[src/rtl/sifh_hist_engine_pkg.sv]
// rtl/sifh_hist_engine_pkg.sv - shared defaults, widths and FSM encoding for the SPAD histogram engine
package sifh_hist_engine_pkg;

  localparam int NP_DEF       = 16;
  localparam int NB_DEF       = 6;
  localparam int PIX_BITS_DEF = 2;
  localparam int CNT_W_DEF    = 10;
  localparam int ACQ_NUM_DEF  = 4096;
  localparam int EVCNT_W      = 24;

  typedef enum logic [2:0] {
    ST_IDLE  = 3'd0,
    ST_CLEAR = 3'd1,
    ST_ACQ   = 3'd2,
    ST_DRAIN = 3'd3,
    ST_SCAN  = 3'd4
  } state_t;

endpackage

[src/rtl/sifh_hist_engine_if.sv]
// rtl/sifh_hist_engine_if.sv - event input, dual-port RAM and peak-output bundle of the histogram engine
interface sifh_hist_engine_if
  import sifh_hist_engine_pkg::*;
#(
  parameter int NP       = NP_DEF,
  parameter int NB       = NB_DEF,
  parameter int PIX_BITS = PIX_BITS_DEF,
  parameter int CNT_W    = CNT_W_DEF
) ();
  localparam int AW = PIX_BITS + NB;

  logic                start;
  logic                data_valid;
  logic [NP-1:0]       data;
  logic                data_ready;
  logic [AW-1:0]       raddr;
  logic                rEnable;
  logic                readFlag;
  logic [CNT_W-1:0]    counts;
  logic [AW-1:0]       waddr;
  logic                wEnable;
  logic                writeFlag;
  logic [CNT_W-1:0]    newCounts;
  logic                peak_valid;
  logic [PIX_BITS-1:0] peak_pixel;
  logic [NB-1:0]       peak_bin;
  logic [CNT_W-1:0]    peak_count;
  logic                sat_flag;
  logic                busy;
  logic                done;

  modport slave (
    input  start, data_valid, data, counts,
    output data_ready, raddr, rEnable, readFlag, waddr, wEnable, writeFlag, newCounts,
           peak_valid, peak_pixel, peak_bin, peak_count, sat_flag, busy, done
  );

  modport master (
    output start, data_valid, data, counts,
    input  data_ready, raddr, rEnable, readFlag, waddr, wEnable, writeFlag, newCounts,
           peak_valid, peak_pixel, peak_bin, peak_count, sat_flag, busy, done
  );

endinterface

[src/rtl/sifh_hist_engine_rmw_pipe.sv]
// rtl/sifh_hist_engine_rmw_pipe.sv - 3-stage read-modify-write bin incrementer with forwarding and saturation
module sifh_hist_engine_rmw_pipe #(
  parameter int AW    = 8,
  parameter int CNT_W = 10
) (
  input  logic             clk,
  input  logic             res,
  input  logic             rd_req_i,
  input  logic             rd_upd_i,
  input  logic [AW-1:0]    rd_addr_i,
  input  logic             clr_req_i,
  input  logic [AW-1:0]    clr_addr_i,
  input  logic             sat_clr_i,
  input  logic [CNT_W-1:0] counts_i,
  output logic [AW-1:0]    raddr_o,
  output logic             ren_o,
  output logic [AW-1:0]    waddr_o,
  output logic             wen_o,
  output logic [CNT_W-1:0] wdata_o,
  output logic             sat_o,
  output logic             busy_o
);

  logic [AW-1:0]    raddr_q;
  logic             ren_q;
  logic             s1_v_q;
  logic             s2_v_q;
  logic [AW-1:0]    s2_addr_q;
  logic [AW-1:0]    waddr_q;
  logic             wen_q;
  logic             w_upd_q;
  logic [CNT_W-1:0] wdata_q;
  logic             wp_v_q;
  logic [AW-1:0]    wp_addr_q;
  logic [CNT_W-1:0] wp_data_q;
  logic             sat_q;

  logic [CNT_W-1:0] src_d;
  logic [CNT_W-1:0] upd_d;
  logic             at_max_d;

  // The write retired one cycle ago raced the RAM read of this update, so it
  // is forwarded as well; the write in flight now is younger and wins.
  always_comb begin
    src_d = counts_i;
    if (wp_v_q && (wp_addr_q == s2_addr_q)) src_d = wp_data_q;
    if (w_upd_q && (waddr_q == s2_addr_q)) src_d = wdata_q;
    at_max_d = &src_d;
    upd_d    = at_max_d ? src_d : src_d + 1'b1;
  end

  always_ff @(posedge clk or negedge res) begin
    if (!res) begin
      raddr_q   <= '0;
      ren_q     <= 1'b0;
      s1_v_q    <= 1'b0;
      s2_v_q    <= 1'b0;
      s2_addr_q <= '0;
      waddr_q   <= '0;
      wen_q     <= 1'b0;
      w_upd_q   <= 1'b0;
      wdata_q   <= '0;
      wp_v_q    <= 1'b0;
      wp_addr_q <= '0;
      wp_data_q <= '0;
      sat_q     <= 1'b0;
    end else begin
      ren_q     <= rd_req_i;
      if (rd_req_i) raddr_q <= rd_addr_i;
      s1_v_q    <= rd_req_i & rd_upd_i;
      s2_v_q    <= s1_v_q;
      s2_addr_q <= raddr_q;
      wp_v_q    <= w_upd_q;
      wp_addr_q <= waddr_q;
      wp_data_q <= wdata_q;
      if (s2_v_q) begin
        waddr_q <= s2_addr_q;
        wdata_q <= upd_d;
        wen_q   <= 1'b1;
        w_upd_q <= 1'b1;
      end else if (clr_req_i) begin
        waddr_q <= clr_addr_i;
        wdata_q <= '0;
        wen_q   <= 1'b1;
        w_upd_q <= 1'b0;
      end else begin
        wen_q   <= 1'b0;
        w_upd_q <= 1'b0;
      end
      if (sat_clr_i) sat_q <= 1'b0;
      else if (s2_v_q && at_max_d) sat_q <= 1'b1;
    end
  end

  assign raddr_o = raddr_q;
  assign ren_o   = ren_q;
  assign waddr_o = waddr_q;
  assign wen_o   = wen_q;
  assign wdata_o = wdata_q;
  assign sat_o   = sat_q;
  assign busy_o  = s1_v_q | s2_v_q | w_upd_q;

endmodule

[src/rtl/sifh_hist_engine.sv]
// rtl/sifh_hist_engine.sv - clear/acquire/scan sequencer and per-pixel peak finder over a shared histogram RAM
module sifh_hist_engine
  import sifh_hist_engine_pkg::*;
#(
  parameter int NP       = NP_DEF,
  parameter int NB       = NB_DEF,
  parameter int PIX_BITS = PIX_BITS_DEF,
  parameter int CNT_W    = CNT_W_DEF,
  parameter int ACQ_NUM  = ACQ_NUM_DEF
) (
  input logic                clk,
  input logic                res,
  sifh_hist_engine_if.slave  hif
);

  localparam int AW = PIX_BITS + NB;
  localparam logic [AW-1:0]      ADDR_LAST = '1;
  localparam logic [EVCNT_W-1:0] ACQ_LAST  = EVCNT_W'(ACQ_NUM - 1);

  state_t              state_q;
  logic [AW-1:0]       addr_q;
  logic [EVCNT_W-1:0]  evcnt_q;
  logic                data_ready_q;
  logic                busy_q;
  logic                done_q;
  logic                scan_rd_q;
  logic                sc1_v_q;
  logic [AW-1:0]       sc1_addr_q;
  logic                sc2_v_q;
  logic [AW-1:0]       sc2_addr_q;
  logic [CNT_W-1:0]    max_cnt_q;
  logic [NB-1:0]       max_bin_q;
  logic                peak_valid_q;
  logic [PIX_BITS-1:0] peak_pixel_q;
  logic [NB-1:0]       peak_bin_q;
  logic [CNT_W-1:0]    peak_count_q;

  logic                start_ok;
  logic                accept;
  logic                rd_req;
  logic [AW-1:0]       rd_addr;
  logic                pipe_busy;
  logic [NB-1:0]       sc_bin;
  logic [PIX_BITS-1:0] sc_pix;
  logic                take;
  logic [CNT_W-1:0]    best_cnt;
  logic [NB-1:0]       best_bin;

  assign start_ok = (state_q == ST_IDLE) && hif.start;
  assign accept   = data_ready_q && hif.data_valid;
  assign rd_req   = accept | scan_rd_q;
  assign rd_addr  = accept ? hif.data[AW-1:0] : addr_q;

  sifh_hist_engine_rmw_pipe #(.AW(AW), .CNT_W(CNT_W)) u_rmw (
    .clk        (clk),
    .res        (res),
    .rd_req_i   (rd_req),
    .rd_upd_i   (accept),
    .rd_addr_i  (rd_addr),
    .clr_req_i  (state_q == ST_CLEAR),
    .clr_addr_i (addr_q),
    .sat_clr_i  (start_ok),
    .counts_i   (hif.counts),
    .raddr_o    (hif.raddr),
    .ren_o      (hif.rEnable),
    .waddr_o    (hif.waddr),
    .wen_o      (hif.wEnable),
    .wdata_o    (hif.newCounts),
    .sat_o      (hif.sat_flag),
    .busy_o     (pipe_busy)
  );

  // Bin 0 always seeds the tracker so a pixel never inherits its neighbour's max.
  assign sc_bin   = sc2_addr_q[NB-1:0];
  assign sc_pix   = sc2_addr_q[AW-1:NB];
  assign take     = (sc_bin == '0) || (hif.counts > max_cnt_q);
  assign best_cnt = take ? hif.counts : max_cnt_q;
  assign best_bin = take ? sc_bin : max_bin_q;

  always_ff @(posedge clk or negedge res) begin
    if (!res) begin
      state_q      <= ST_IDLE;
      addr_q       <= '0;
      evcnt_q      <= '0;
      data_ready_q <= 1'b0;
      busy_q       <= 1'b0;
      done_q       <= 1'b0;
      scan_rd_q    <= 1'b0;
      sc1_v_q      <= 1'b0;
      sc1_addr_q   <= '0;
      sc2_v_q      <= 1'b0;
      sc2_addr_q   <= '0;
      max_cnt_q    <= '0;
      max_bin_q    <= '0;
      peak_valid_q <= 1'b0;
      peak_pixel_q <= '0;
      peak_bin_q   <= '0;
      peak_count_q <= '0;
    end else begin
      done_q       <= 1'b0;
      peak_valid_q <= 1'b0;
      sc1_v_q      <= scan_rd_q;
      sc1_addr_q   <= addr_q;
      sc2_v_q      <= sc1_v_q;
      sc2_addr_q   <= sc1_addr_q;
      if (sc2_v_q) begin
        max_cnt_q <= best_cnt;
        max_bin_q <= best_bin;
        if (&sc_bin) begin
          peak_valid_q <= 1'b1;
          peak_pixel_q <= sc_pix;
          peak_bin_q   <= best_bin;
          peak_count_q <= best_cnt;
        end
      end
      case (state_q)
        ST_IDLE: begin
          if (hif.start) begin
            state_q <= ST_CLEAR;
            busy_q  <= 1'b1;
            addr_q  <= '0;
          end
        end
        ST_CLEAR: begin
          addr_q <= addr_q + 1'b1;
          if (addr_q == ADDR_LAST) begin
            state_q      <= ST_ACQ;
            data_ready_q <= 1'b1;
            evcnt_q      <= '0;
          end
        end
        ST_ACQ: begin
          if (accept) begin
            evcnt_q <= evcnt_q + 1'b1;
            if (evcnt_q == ACQ_LAST) begin
              data_ready_q <= 1'b0;
              state_q      <= ST_DRAIN;
            end
          end
        end
        ST_DRAIN: begin
          if (!pipe_busy) begin
            state_q   <= ST_SCAN;
            addr_q    <= '0;
            scan_rd_q <= 1'b1;
          end
        end
        ST_SCAN: begin
          if (scan_rd_q) begin
            addr_q <= addr_q + 1'b1;
            if (addr_q == ADDR_LAST) scan_rd_q <= 1'b0;
          end
          if (peak_valid_q && (&peak_pixel_q)) begin
            state_q <= ST_IDLE;
            busy_q  <= 1'b0;
            done_q  <= 1'b1;
          end
        end
        default: state_q <= ST_IDLE;
      endcase
    end
  end

  assign hif.data_ready = data_ready_q;
  assign hif.readFlag   = hif.rEnable;
  assign hif.writeFlag  = hif.wEnable;
  assign hif.peak_valid = peak_valid_q;
  assign hif.peak_pixel = peak_pixel_q;
  assign hif.peak_bin   = peak_bin_q;
  assign hif.peak_count = peak_count_q;
  assign hif.busy       = busy_q;
  assign hif.done       = done_q;

endmodule
[src/flat_wrapper.sv]
// flat-port wrapper written by rule: the top's interface ports become plain ports
module sifh_hist_engine_flat import sifh_hist_engine_pkg::*;
#(
  parameter int NP       = NP_DEF,
  parameter int NB       = NB_DEF,
  parameter int PIX_BITS = PIX_BITS_DEF,
  parameter int CNT_W    = CNT_W_DEF,
  parameter int ACQ_NUM  = ACQ_NUM_DEF
)
  (clk, res, hif_start, hif_data_valid, hif_data, hif_counts, hif_data_ready, hif_raddr, hif_rEnable, hif_readFlag, hif_waddr, hif_wEnable, hif_writeFlag, hif_newCounts, hif_peak_valid, hif_peak_pixel, hif_peak_bin, hif_peak_count, hif_sat_flag, hif_busy, hif_done);
  sifh_hist_engine_if #(.NP(NP), .NB(NB), .PIX_BITS(PIX_BITS), .CNT_W(CNT_W)) hif_i ();
  input logic clk;
  input logic res;
  input wire logic [$bits(hif_i.start)-1:0] hif_start;
  input wire logic [$bits(hif_i.data_valid)-1:0] hif_data_valid;
  input wire logic [$bits(hif_i.data)-1:0] hif_data;
  input wire logic [$bits(hif_i.counts)-1:0] hif_counts;
  output wire logic [$bits(hif_i.data_ready)-1:0] hif_data_ready;
  output wire logic [$bits(hif_i.raddr)-1:0] hif_raddr;
  output wire logic [$bits(hif_i.rEnable)-1:0] hif_rEnable;
  output wire logic [$bits(hif_i.readFlag)-1:0] hif_readFlag;
  output wire logic [$bits(hif_i.waddr)-1:0] hif_waddr;
  output wire logic [$bits(hif_i.wEnable)-1:0] hif_wEnable;
  output wire logic [$bits(hif_i.writeFlag)-1:0] hif_writeFlag;
  output wire logic [$bits(hif_i.newCounts)-1:0] hif_newCounts;
  output wire logic [$bits(hif_i.peak_valid)-1:0] hif_peak_valid;
  output wire logic [$bits(hif_i.peak_pixel)-1:0] hif_peak_pixel;
  output wire logic [$bits(hif_i.peak_bin)-1:0] hif_peak_bin;
  output wire logic [$bits(hif_i.peak_count)-1:0] hif_peak_count;
  output wire logic [$bits(hif_i.sat_flag)-1:0] hif_sat_flag;
  output wire logic [$bits(hif_i.busy)-1:0] hif_busy;
  output wire logic [$bits(hif_i.done)-1:0] hif_done;
  assign hif_i.start = hif_start;
  assign hif_i.data_valid = hif_data_valid;
  assign hif_i.data = hif_data;
  assign hif_i.counts = hif_counts;
  assign hif_data_ready = hif_i.data_ready;
  assign hif_raddr = hif_i.raddr;
  assign hif_rEnable = hif_i.rEnable;
  assign hif_readFlag = hif_i.readFlag;
  assign hif_waddr = hif_i.waddr;
  assign hif_wEnable = hif_i.wEnable;
  assign hif_writeFlag = hif_i.writeFlag;
  assign hif_newCounts = hif_i.newCounts;
  assign hif_peak_valid = hif_i.peak_valid;
  assign hif_peak_pixel = hif_i.peak_pixel;
  assign hif_peak_bin = hif_i.peak_bin;
  assign hif_peak_count = hif_i.peak_count;
  assign hif_sat_flag = hif_i.sat_flag;
  assign hif_busy = hif_i.busy;
  assign hif_done = hif_i.done;
  sifh_hist_engine #(.NP(NP), .NB(NB), .PIX_BITS(PIX_BITS), .CNT_W(CNT_W), .ACQ_NUM(ACQ_NUM)) u_core (.clk(clk), .res(res), .hif(hif_i));
endmodule
[config.mk]
export PLATFORM = sky130hd
export DESIGN_NAME = sifh_hist_engine_flat
export DESIGN_NICKNAME = d
export VERILOG_FILES = /design/src/rtl/sifh_hist_engine_pkg.sv /design/src/rtl/sifh_hist_engine_if.sv /design/src/rtl/sifh_hist_engine_rmw_pipe.sv /design/src/rtl/sifh_hist_engine.sv /design/src/flat_wrapper.sv
export SDC_FILE = /design/constraint.sdc
export NUM_CORES = 1
export LEC_CHECK = 0
export ABC_AREA = 1
export BUFFER_PORTS_ARGS = -buffer_cell sky130_fd_sc_hd__buf_2
export CAP_MARGIN = 30
export CORE_UTILIZATION = 54
export DETAILED_ROUTE_END_ITERATION = 6
export PLACE_DENSITY = 0.77
export SETUP_SLACK_MARGIN = 0.05
export SLEW_MARGIN = 20
export SYNTH_ARGS = -nofsm -noshare
export SYNTH_HDL_FRONTEND = slang
export SYNTH_HIERARCHICAL = 1
export SYNTH_SLANG_ARGS = --single-unit
[constraint.sdc]
create_clock -name clk -period 2.06 [get_ports clk]
set_clock_uncertainty 0.05 [all_clocks]
set_input_delay 0.206 -clock clk [delete_from_list [all_inputs] [get_ports clk]]
set_output_delay 0.206 -clock clk [all_outputs]
set_load 0.05 [all_outputs]
==> results of run 1 <==
[path summary, 6_finish.rpt]
| path | start | endpoint | slack [ps] | cells after the start |
|---|---|---|---|---|
| min in group asynchronous | res | u_core/hif.peak_count[1]$_DFFE_PN0P_ | 230 | 2 |
| hold / removal | hif_data[2] | u_core/u_rmw/raddr_o[2]$_DFFE_PN0P_ | 50 | 4 |
| setup reg to reg | u_core/u_rmw/s2_addr_q[4]$_DFF_PN0_ | u_core/u_rmw/wdata_o[0]$_DFFE_PN0P_ | -250 | 17 |
| setup / recovery | u_core/u_rmw/s2_addr_q[4]$_DFF_PN0_ | u_core/u_rmw/wdata_o[0]$_DFFE_PN0P_ | -250 | 17 |
| hold reg to reg | u_core/sc1_addr_q[0]$_DFF_PN0_ | u_core/sc2_addr_q[0]$_DFF_PN0_ | 310 | 0 |
| max in group asynchronous | res | u_core/u_rmw/waddr_o[6]$_DFFE_PN0P_ | 1160 | 3 |
[cell type report]
cell class / instances / area share (%)
Clock buffer: 20 / 4.41
Clock inverter: 12 / 0.915
Inverter: 144 / 5.41
Multi-Input combinational cell: 715 / 38.6
Sequential cell: 151 / 37.4
Tap cell: 184 / 2.27
Timing Repair Buffer: 159 / 10.9
[cells by family after synthesis]
group | count (synthesis) | share of synthesized area [%]
AO/OA/AOI/OAI | 73 | 5.38
XOR/XNOR | 12 | 1.28
adder cells (fa/ha/maj) | 13 | 1.99
buffers and inverters | 167 | 8.69
flip-flops | 151 | 46.1
multiplexers | 8 | 1.10
AND/OR/NAND/NOR | 609 | 35.4
[layer usage]
| layer | global-route usage [%] | part of all wire, % | vias up |
|---|---|---|---|
| li1 | - | - | 3620 |
| met1 | 38.3 | 45 | 3502 |
| met2 | 44.1 | 47 | 268 |
| met3 | 5.18 | 5.7 | 39 |
| met4 | 11.3 | 2.1 | 0 |
| met5 | 0 | 0 | - |
[repair_timing]
item                                   CTS  global route
setup buffers                            3             7
gates resized for setup                 21            36
cloned                                   0             0
pin swaps                               17            31
hold buffers                             1             0
endpoints found under the hold margin   43             0
setup endpoints to repair               11            32
[critical path: stages (launching register included)]
cell	delay (ps)
sky130_fd_sc_hd__dfrtp_2	450
sky130_fd_sc_hd__nand2_2	80
sky130_fd_sc_hd__nand2_1	80
sky130_fd_sc_hd__nor2_4	150
sky130_fd_sc_hd__buf_4	120
sky130_fd_sc_hd__inv_2	50
sky130_fd_sc_hd__nor2_8	120
sky130_fd_sc_hd__nand2_4	60
sky130_fd_sc_hd__nand2_2	70
sky130_fd_sc_hd__nand3_2	70
sky130_fd_sc_hd__nand2_2	90
sky130_fd_sc_hd__ha_4	150
sky130_fd_sc_hd__nand3_4	110
sky130_fd_sc_hd__nor2_8	190
sky130_fd_sc_hd__buf_4	130
sky130_fd_sc_hd__nand4_1	100
sky130_fd_sc_hd__nand3_1	90
sky130_fd_sc_hd__nand2_1	50
[through the flow]
step	cell area (um2)	total power, mW	worst slack, ps	TNS [ps]
2_1_floorplan	8230	8.43	-203	-1450
3_3_place_gp	9300	10.2	-231	-2070
3_5_place_dp	9300	10.4	-262	-2400
4_1_cts	9940	13.4	-161	-1200
5_1_grt	10100	14.5	-406	-3660
6_report	10100	13.7	-250	-2060
[registers in the layout (all words and copies together) (netlist names), 2 cells and up]
signal and flops:
u_core/u_rmw/s2_addr_q 8, u_core/u_rmw/wdata_o 10, u_core/u_rmw/wp_data_q 10, u_core/evcnt_q 24, u_core/u_rmw/raddr_o 8, u_core/u_rmw/wp_addr_q 8
u_core/addr_q 8, u_core/hif.peak_bin 6, u_core/max_cnt_q 10, u_core/u_rmw/waddr_o 8, u_core/max_bin_q 6, u_core/state_q 3
u_core/hif.peak_pixel 2, u_core/hif.peak_count 10, u_core/sc1_addr_q 8, u_core/sc2_addr_q 8
[synth_stat cells, types with 10 or more instances]
| library cell | number |
|---|---|
| sky130_fd_sc_hd__nor2_1 | 60 |
| sky130_fd_sc_hd__inv_1 | 122 |
| sky130_fd_sc_hd__ha_1 | 13 |
| sky130_fd_sc_hd__nand2_1 | 336 |
| sky130_fd_sc_hd__o21ai_0 | 23 |
| sky130_fd_sc_hd__inv_2 | 18 |
| sky130_fd_sc_hd__o21ai_1 | 10 |
| sky130_fd_sc_hd__a21oi_1 | 17 |
| sky130_fd_sc_hd__nor3_1 | 16 |
| sky130_fd_sc_hd__nand2_2 | 18 |
| sky130_fd_sc_hd__nand3_1 | 110 |
| sky130_fd_sc_hd__nand4_1 | 22 |
| sky130_fd_sc_hd__dfrtp_1 | 151 |
| sky130_fd_sc_hd__xor2_1 | 10 |
[power groups by stage]
stage,logic [mW],registers (mW),clock network [mW]
floorplan,3.39,5.03,0
global placement,5.87,4.34,0
detailed placement,6.01,4.37,0
CTS,6.16,4.35,2.94
global route,7.02,4.45,3.05
finish,6.43,4.36,2.91
==> load_flow_metrics.sql, run 1 <==
INSERT INTO impl_metrics (metric_group, metric, value, unit) VALUES
('sta', 'setup_slack', '-250', 'ps'),
('clocking', 'tritoncts.num_buffers', '17', ''),
('yosys', 'synth_top_area_share', '46.1', '%'),
('routing', 'routedWlPerCell', '15.1', 'um'),
('power_and_ir_drop', 'power.net_switching', '6.22', 'mW'),
('floorplan', 'floorplan.die.width', '125', 'um'),
('status', 'violations', 'DRC, setup timing', ''),
('global_route', 'wire_length_of_the_first_global_routing_pass', '34.5', 'mm'),
('placed_design', 'place_hpwl', '14.6', 'mm'),
('yosys', 'share_of_synthesized_flip_flops_with_an_asynchronous_set_or_reset', '100', '%'),
('routing', 'antenna_left', '0', ''),
('floorplan', 'placementRows', '44', ''),
('power_and_ir_drop', 'power.leakage', '5.28', 'nW'),
('setup_path', 'critical_path.endpoint_type', 'flip-flop', ''),
('cells_and_area', 'final.fill_count', '1124', ''),
('routing', 'wl', '20.9', 'mm'),
('routing', 'drc', '12', ''),
('clocking', 'clk_path_buf_depth', '2', ''),
('global_route', 'globalRouteOverflowTotal', '0', ''),
('status', 'status', 'finished, violations left', ''),
('power_and_ir_drop', 'pwr_density_cell', '1350', 'mW/mm2'),
('yosys', 'ys_warn_count', '6', ''),
('sta', 'final_worst_hold_slack', '48.2', 'ps'),
('routing', 'route.detailed.vias_per_inst', '5.36', ''),
('yosys', 'yosys_most_used_dff', 'sky130_fd_sc_hd__dfrtp_1', ''),
('cells_and_area', 'register_area', '0.00379', 'mm2'),
('global_route', 'groute.usage.overall', '28.0', '%'),
('placed_design', 'globalplace.congestion', '0.917', ''),
('sta', 'layout_worst_path_cycle_share', '112', '%'),
('min_path', 'hp_class', 'in -> reg', ''),
('yosys', 'cells_taking_the_most_area_after_synthesis', 'sky130_fd_sc_hd__dfrtp_1 (46%), sky130_fd_sc_hd__nand2_1 (15%), sky130_fd_sc_hd__nand3_1 (6.7%)', ''),
('global_route', 'grt_max_degree', '47', ''),
('setup_path', 'critical_path.startpoint_type', 'flip-flop', ''),
('yosys', 'post_synth_instance_area', '0.00819', 'mm2'),
('yosys', 'ys_types', '49', ''),
('floorplan', 'floorplan.initialDensity', '55.9', '%'),
('yosys', 'yosysSeqAreaShare', '46.1', '%'),
('global_route', 'grt_pass1_vias', '7038', ''),
('sta', 'final_max_slew_viol_count', '0', ''),
('clocking', 'cts.clk_slew.worst_paths', '60', 'ps'),
('sta', 'max_transition_margin', '69.0', '%'),
('power_and_ir_drop', 'vdd.ir_drop.worst', '1.21', 'mV'),
('cells_and_area', 'final_cell_count_no_fill', '1385', ''),
('yosys', 'synth_nets', '1076', ''),
('clocking', 'clock_root_buffer_master', 'sky130_fd_sc_hd__clkbuf_16', ''),
('routing', 'detail_route.iter0.violations', '791', ''),
('yosys', 'synthCells', '1033', ''),
('cells_and_area', 'antenna_cells_inserted', '0', ''),
('power_and_ir_drop', 'clkPwrFrac', '21.2', '%'),
('yosys', 'number_of_synthesized_flops_with_an_enable_pin', '0', ''),
('power_and_ir_drop', 'p_int', '7.48', 'mW'),
('setup_path', 'critical_path_class', 'reg -> reg', ''),
('sta', 'finalSetupViolCount', '11', ''),
('power_and_ir_drop', 'power_frac_seq', '31.9', '%'),
('sta', 'final.min_clock_period', '2310', 'ps'),
('placed_design', 'place_inst', '1342', ''),
('yosys', 'postSynthAreaPerCell', '7.93', 'um2'),
('setup_path', 'critPathRequiredTime', '2340', 'ps'),
('cells_and_area', 'fraction_of_final_layout_cells_with_drive_strength_greater_than_1', '28.1', '%'),
('floorplan', 'die_outline_height', '125', 'um'),
('sta', 'timing_hold_violations_final', '0', ''),
('global_route', 'antenna_found_initial', '0', ''),
('setup_path', 'worstPathArrival', '2590', 'ps'),
('floorplan', 'core-area', '0.0146', 'mm2'),
('cells_and_area', 'postLayoutCoreUtil', '69.1', '%'),
('clocking', 'insertion_delay', '440', 'ps'),
('yosys', 'yosysTopAreaCell', 'sky130_fd_sc_hd__dfrtp_1', ''),
('flow_run', 'max_cap_violations', '0', ''),
('floorplan', 'area_enclosed_by_the_die_boundary', '0.0157', 'mm2'),
('sta', 'rsz0062_at_grt', 'yes', ''),
('cells_and_area', 'layout_common_cells', 'sky130_fd_sc_hd__nand2_1 (310), sky130_fd_sc_hd__dfrtp_1 (141), sky130_fd_sc_hd__inv_1 (118), sky130_fd_sc_hd__nand3_1 (104), sky130_fd_sc_hd__buf_4 (74)', '');
Note: power is estimated with default switching activity, not from simulation.
==> run 2, diff against run 1 <==
--- a/config.mk
+++ b/config.mk
@@ -11,7 +11,6 @@
 export CORE_UTILIZATION = 54
 export DETAILED_ROUTE_END_ITERATION = 6
 export PLACE_DENSITY = 0.77
-export SETUP_SLACK_MARGIN = 0.05
 export SLEW_MARGIN = 20
 export SYNTH_ARGS = -nofsm -noshare
 export SYNTH_HDL_FRONTEND = slang
==> run 2 against run 1 <==
Against the previous run:
- the run still ends with DRC, setup timing left
- maximum frequency grew 0.63%
- via count decreased by 0.67%
- first-iteration DRC count shrank 14%
- worst hold slack about the same
- non-clock buffer count shrank 2
- die area stayed put
- critical endpoint unchanged
- largest cell class unchanged
==> load_flow_metrics.sql, run 2 (synthesized netlist as in run 1, its figures left out) <==
INSERT INTO impl_metrics (metric_group, metric, value, unit) VALUES
('status', 'status', 'finished, violations left', ''),
('status', 'violations', 'DRC, setup timing', ''),
('power_and_ir_drop', 'pwr_density_cell', '1350', 'mW/mm2'),
('floorplan', 'die_outline_height', '125', 'um'),
('cells_and_area', 'most_frequent_standard_cell_in_the_layout_excluding_fill_and_tap_cells', 'sky130_fd_sc_hd__nand2_1', ''),
('setup_path', 'critPathMaxStageDelay', '410', 'ps'),
('setup_path', 'crit_path_max_fanout', '6', ''),
('cells_and_area', 'finalNetCount', '1229', ''),
('clocking', 'tritoncts.num_buffers', '17', ''),
('routing', 'routed-via-count', '7379', ''),
('min_path', 'hp_class', 'in -> reg', ''),
('power_and_ir_drop', 'total_power', '13.7', 'mW'),
('sta', 'maxClockFrequency', '436', 'MHz'),
('sta', 'rsz0062_at_grt', 'yes', ''),
('sta', 'final_max_slew_viol_count', '0', ''),
('clocking', 'clock-sinks', '151', ''),
('sta', 'worst_pin_slew', '460', 'ps'),
('floorplan', 'area_enclosed_by_the_die_boundary', '0.0157', 'mm2'),
('routing', 'wl', '20.8', 'mm'),
('clocking', 'insertion_delay', '440', 'ps'),
('placed_design', 'place.port_buffers', '74', ''),
('setup_path', 'worstPathArrival', '2580', 'ps'),
('cells_and_area', 'areaGrowthSynthToFinish', '23.4', '%'),
('floorplan', 'ioPinCount', '83', ''),
('setup_path', 'critPathRequiredTime', '2340', 'ps'),
('floorplan', 'floorplan.die.width', '125', 'um'),
('routing', 'drc', '12', ''),
('sta', 'finalSetupViolCount', '11', ''),
('placed_design', 'place_inst', '1342', ''),
('sta', 'setup_slack', '-235', 'ps'),
('setup_path', 'worst-path-buf-inv', '2', ''),
('sta', 'fin_setup_tns', '-2000', 'ps'),
('clocking', 'cts-htree-levels', '4', ''),
('setup_path', 'slowest_stage', 'sky130_fd_sc_hd__dfrtp_1', ''),
('cells_and_area', 'largest-register', 'u_core/evcnt_q', ''),
('floorplan', 'floorplan.initialDensity', '55.9', '%'),
('global_route', 'grt_max_degree', '47', ''),
('sta', 'final_worst_hold_slack', '48.1', 'ps'),
('setup_path', 'crit_chain', 'xnor2_2, nand4_1, nor2_4, nand2_2, nand3_4, o21ai_4, inv_2, ha_4, nand3_4, nor2_8, buf_4, nand4_1, nand3_1, nand2_1', ''),
('setup_path', 'critical_path.startpoint_type', 'flip-flop', ''),
('power_and_ir_drop', 'vdd.ir_drop.worst', '1.20', 'mV'),
('clocking', 'clock_root_buffer_master', 'sky130_fd_sc_hd__clkbuf_16', ''),
('routing', 'antenna_left', '0', ''),
('sta', 'final.min_clock_period', '2300', 'ps'),
('setup_path', 'critical_path.endpoint_type', 'flip-flop', ''),
('sta', 'timing_hold_violations_final', '0', ''),
('clocking', 'clk_path_buf_depth', '2', ''),
('cells_and_area', 'fraction_of_final_layout_cells_with_drive_strength_greater_than_1', '27.9', '%'),
('flow_run', 'max_cap_violations', '0', ''),
('cells_and_area', 'layout_common_cells', 'sky130_fd_sc_hd__nand2_1 (310), sky130_fd_sc_hd__dfrtp_1 (141), sky130_fd_sc_hd__inv_1 (118), sky130_fd_sc_hd__nand3_1 (104), sky130_fd_sc_hd__buf_2 (73)', ''),
('routing', 'first_pass_iters', '7', ''),
('placed_design', 'place_hpwl', '14.6', 'mm'),
('setup_path', 'critical_path_class', 'reg -> reg', ''),
('global_route', 'grt_pass1_vias', '7038', ''),
('cells_and_area', 'antenna_cells_inserted', '0', ''),
('cells_and_area', 'largest_register_ffs', '24', ''),
('sta', 'max_transition_margin', '69.1', '%'),
('routing', 'detail_route.iter0.violations', '680', ''),
('clocking', 'cts.clk_slew.worst_paths', '60', 'ps'),
('clocking', 'cts_tree', 'done', ''),
('placed_design', 'globalplace.congestion', '0.917', ''),
('power_and_ir_drop', 'power.leakage', '5.27', 'nW'),
('floorplan', 'core-area', '0.0146', 'mm2'),
('routing', 'route.detailed.vias_per_inst', '5.34', ''),
('sta', 'layout_worst_path_cycle_share', '111', '%'),
('cells_and_area', 'postLayoutCoreUtil', '69.0', '%'),
('routing', 'routedWlPerCell', '15.1', 'um'),
('global_route', 'wire_length_of_the_first_global_routing_pass', '34.5', 'mm'),
('cells_and_area', 'final_cell_count_no_fill', '1383', ''),
('global_route', 'antenna_found_initial', '0', ''),
('global_route', 'globalRouteOverflowTotal', '0', ''),
('global_route', 'groute.usage.overall', '28.0', '%'),
('floorplan', 'placementRows', '44', ''),
('setup_path', 'critical_path.top_delay_family', 'simple AND/OR/NAND/NOR gates', '');
run 2: changes by cell type in the layout (fill, tap and decap cells not counted), sizes merged:
| cell | before | now |
|---|---|---|
| buf | 158 | 156 |
run 2: worst register-to-register path: cells and delay by family, from the launching register on:
kind	cells	cell delay (ps)
xor+xnor	1	240
buf+inv	2	210
flops	1	410
fa+ha+maj	1	150
simple gates	9	1070
compound gates	1	60
run 2: cell type report:
cell class | instances | area (um2)
sequential | 151 | 3790
tap | 184 | 230
inverter | 144 | 548
fill | 1134 | 4540
multi-input combinational | 715 | 3900
clock buffer | 20 | 447
clock inverter | 12 | 92.6
timing repair buffer | 157 | 1090
run 2: per-stage QoR:
step | setup slack [ps] | instance area, um2
after floorplan | -203 | 8230
after global placement | -231 | 9300
after detailed placement | -262 | 9300
after CTS | -161 | 9940
after global routing | -404 | 10100
final | -235 | 10100
run 2: power breakdown:
part,internal (mW),switching (mW)
Sequential,3.71,0.656
Combinational,2.16,4.24
Clock,1.58,1.31
run 2: final timing paths:
kind                                                      from  depth (start not counted)                                    to  slack (ps)
hold / removal                                     hif_data[2]                          4   u_core/u_rmw/raddr_o[2]$_DFFE_PN0P_          50
hold reg to reg                 u_core/sc1_addr_q[6]$_DFF_PN0_                          0        u_core/sc2_addr_q[6]$_DFF_PN0_         310
min in group asynchronous                                  res                          2  u_core/hif.peak_count[1]$_DFFE_PN0P_         230
setup reg to reg           u_core/u_rmw/s2_addr_q[2]$_DFF_PN0_                         14   u_core/u_rmw/wdata_o[0]$_DFFE_PN0P_        -240
setup / recovery           u_core/u_rmw/s2_addr_q[2]$_DFF_PN0_                         14   u_core/u_rmw/wdata_o[0]$_DFFE_PN0P_        -240
max in group asynchronous                                  res                          3   u_core/u_rmw/waddr_o[6]$_DFFE_PN0P_        1160
run 2: timing repair:
action                     4_1_cts  5_1_grt
setup endpoints to repair       11       12
hold buffers                     1        0
hold endpoints to repair        43        0
gates resized for setup         21       35
setup buffers                    3        5
pin swaps                       17       29
run 2: routing by layer:
metal / GRT usage [%] / share of wire, % / wire length [um] / up-vias
met3: 5.18 / 5.7 / 1200 / 44
li1: - / - / - / 3616
met4: 11.3 / 2.3 / 479 / 0
met5: 0 / 0 / 0 / -
met1: 38.3 / 45 / 9310 / 3458
met2: 44.1 / 47 / 9830 / 261
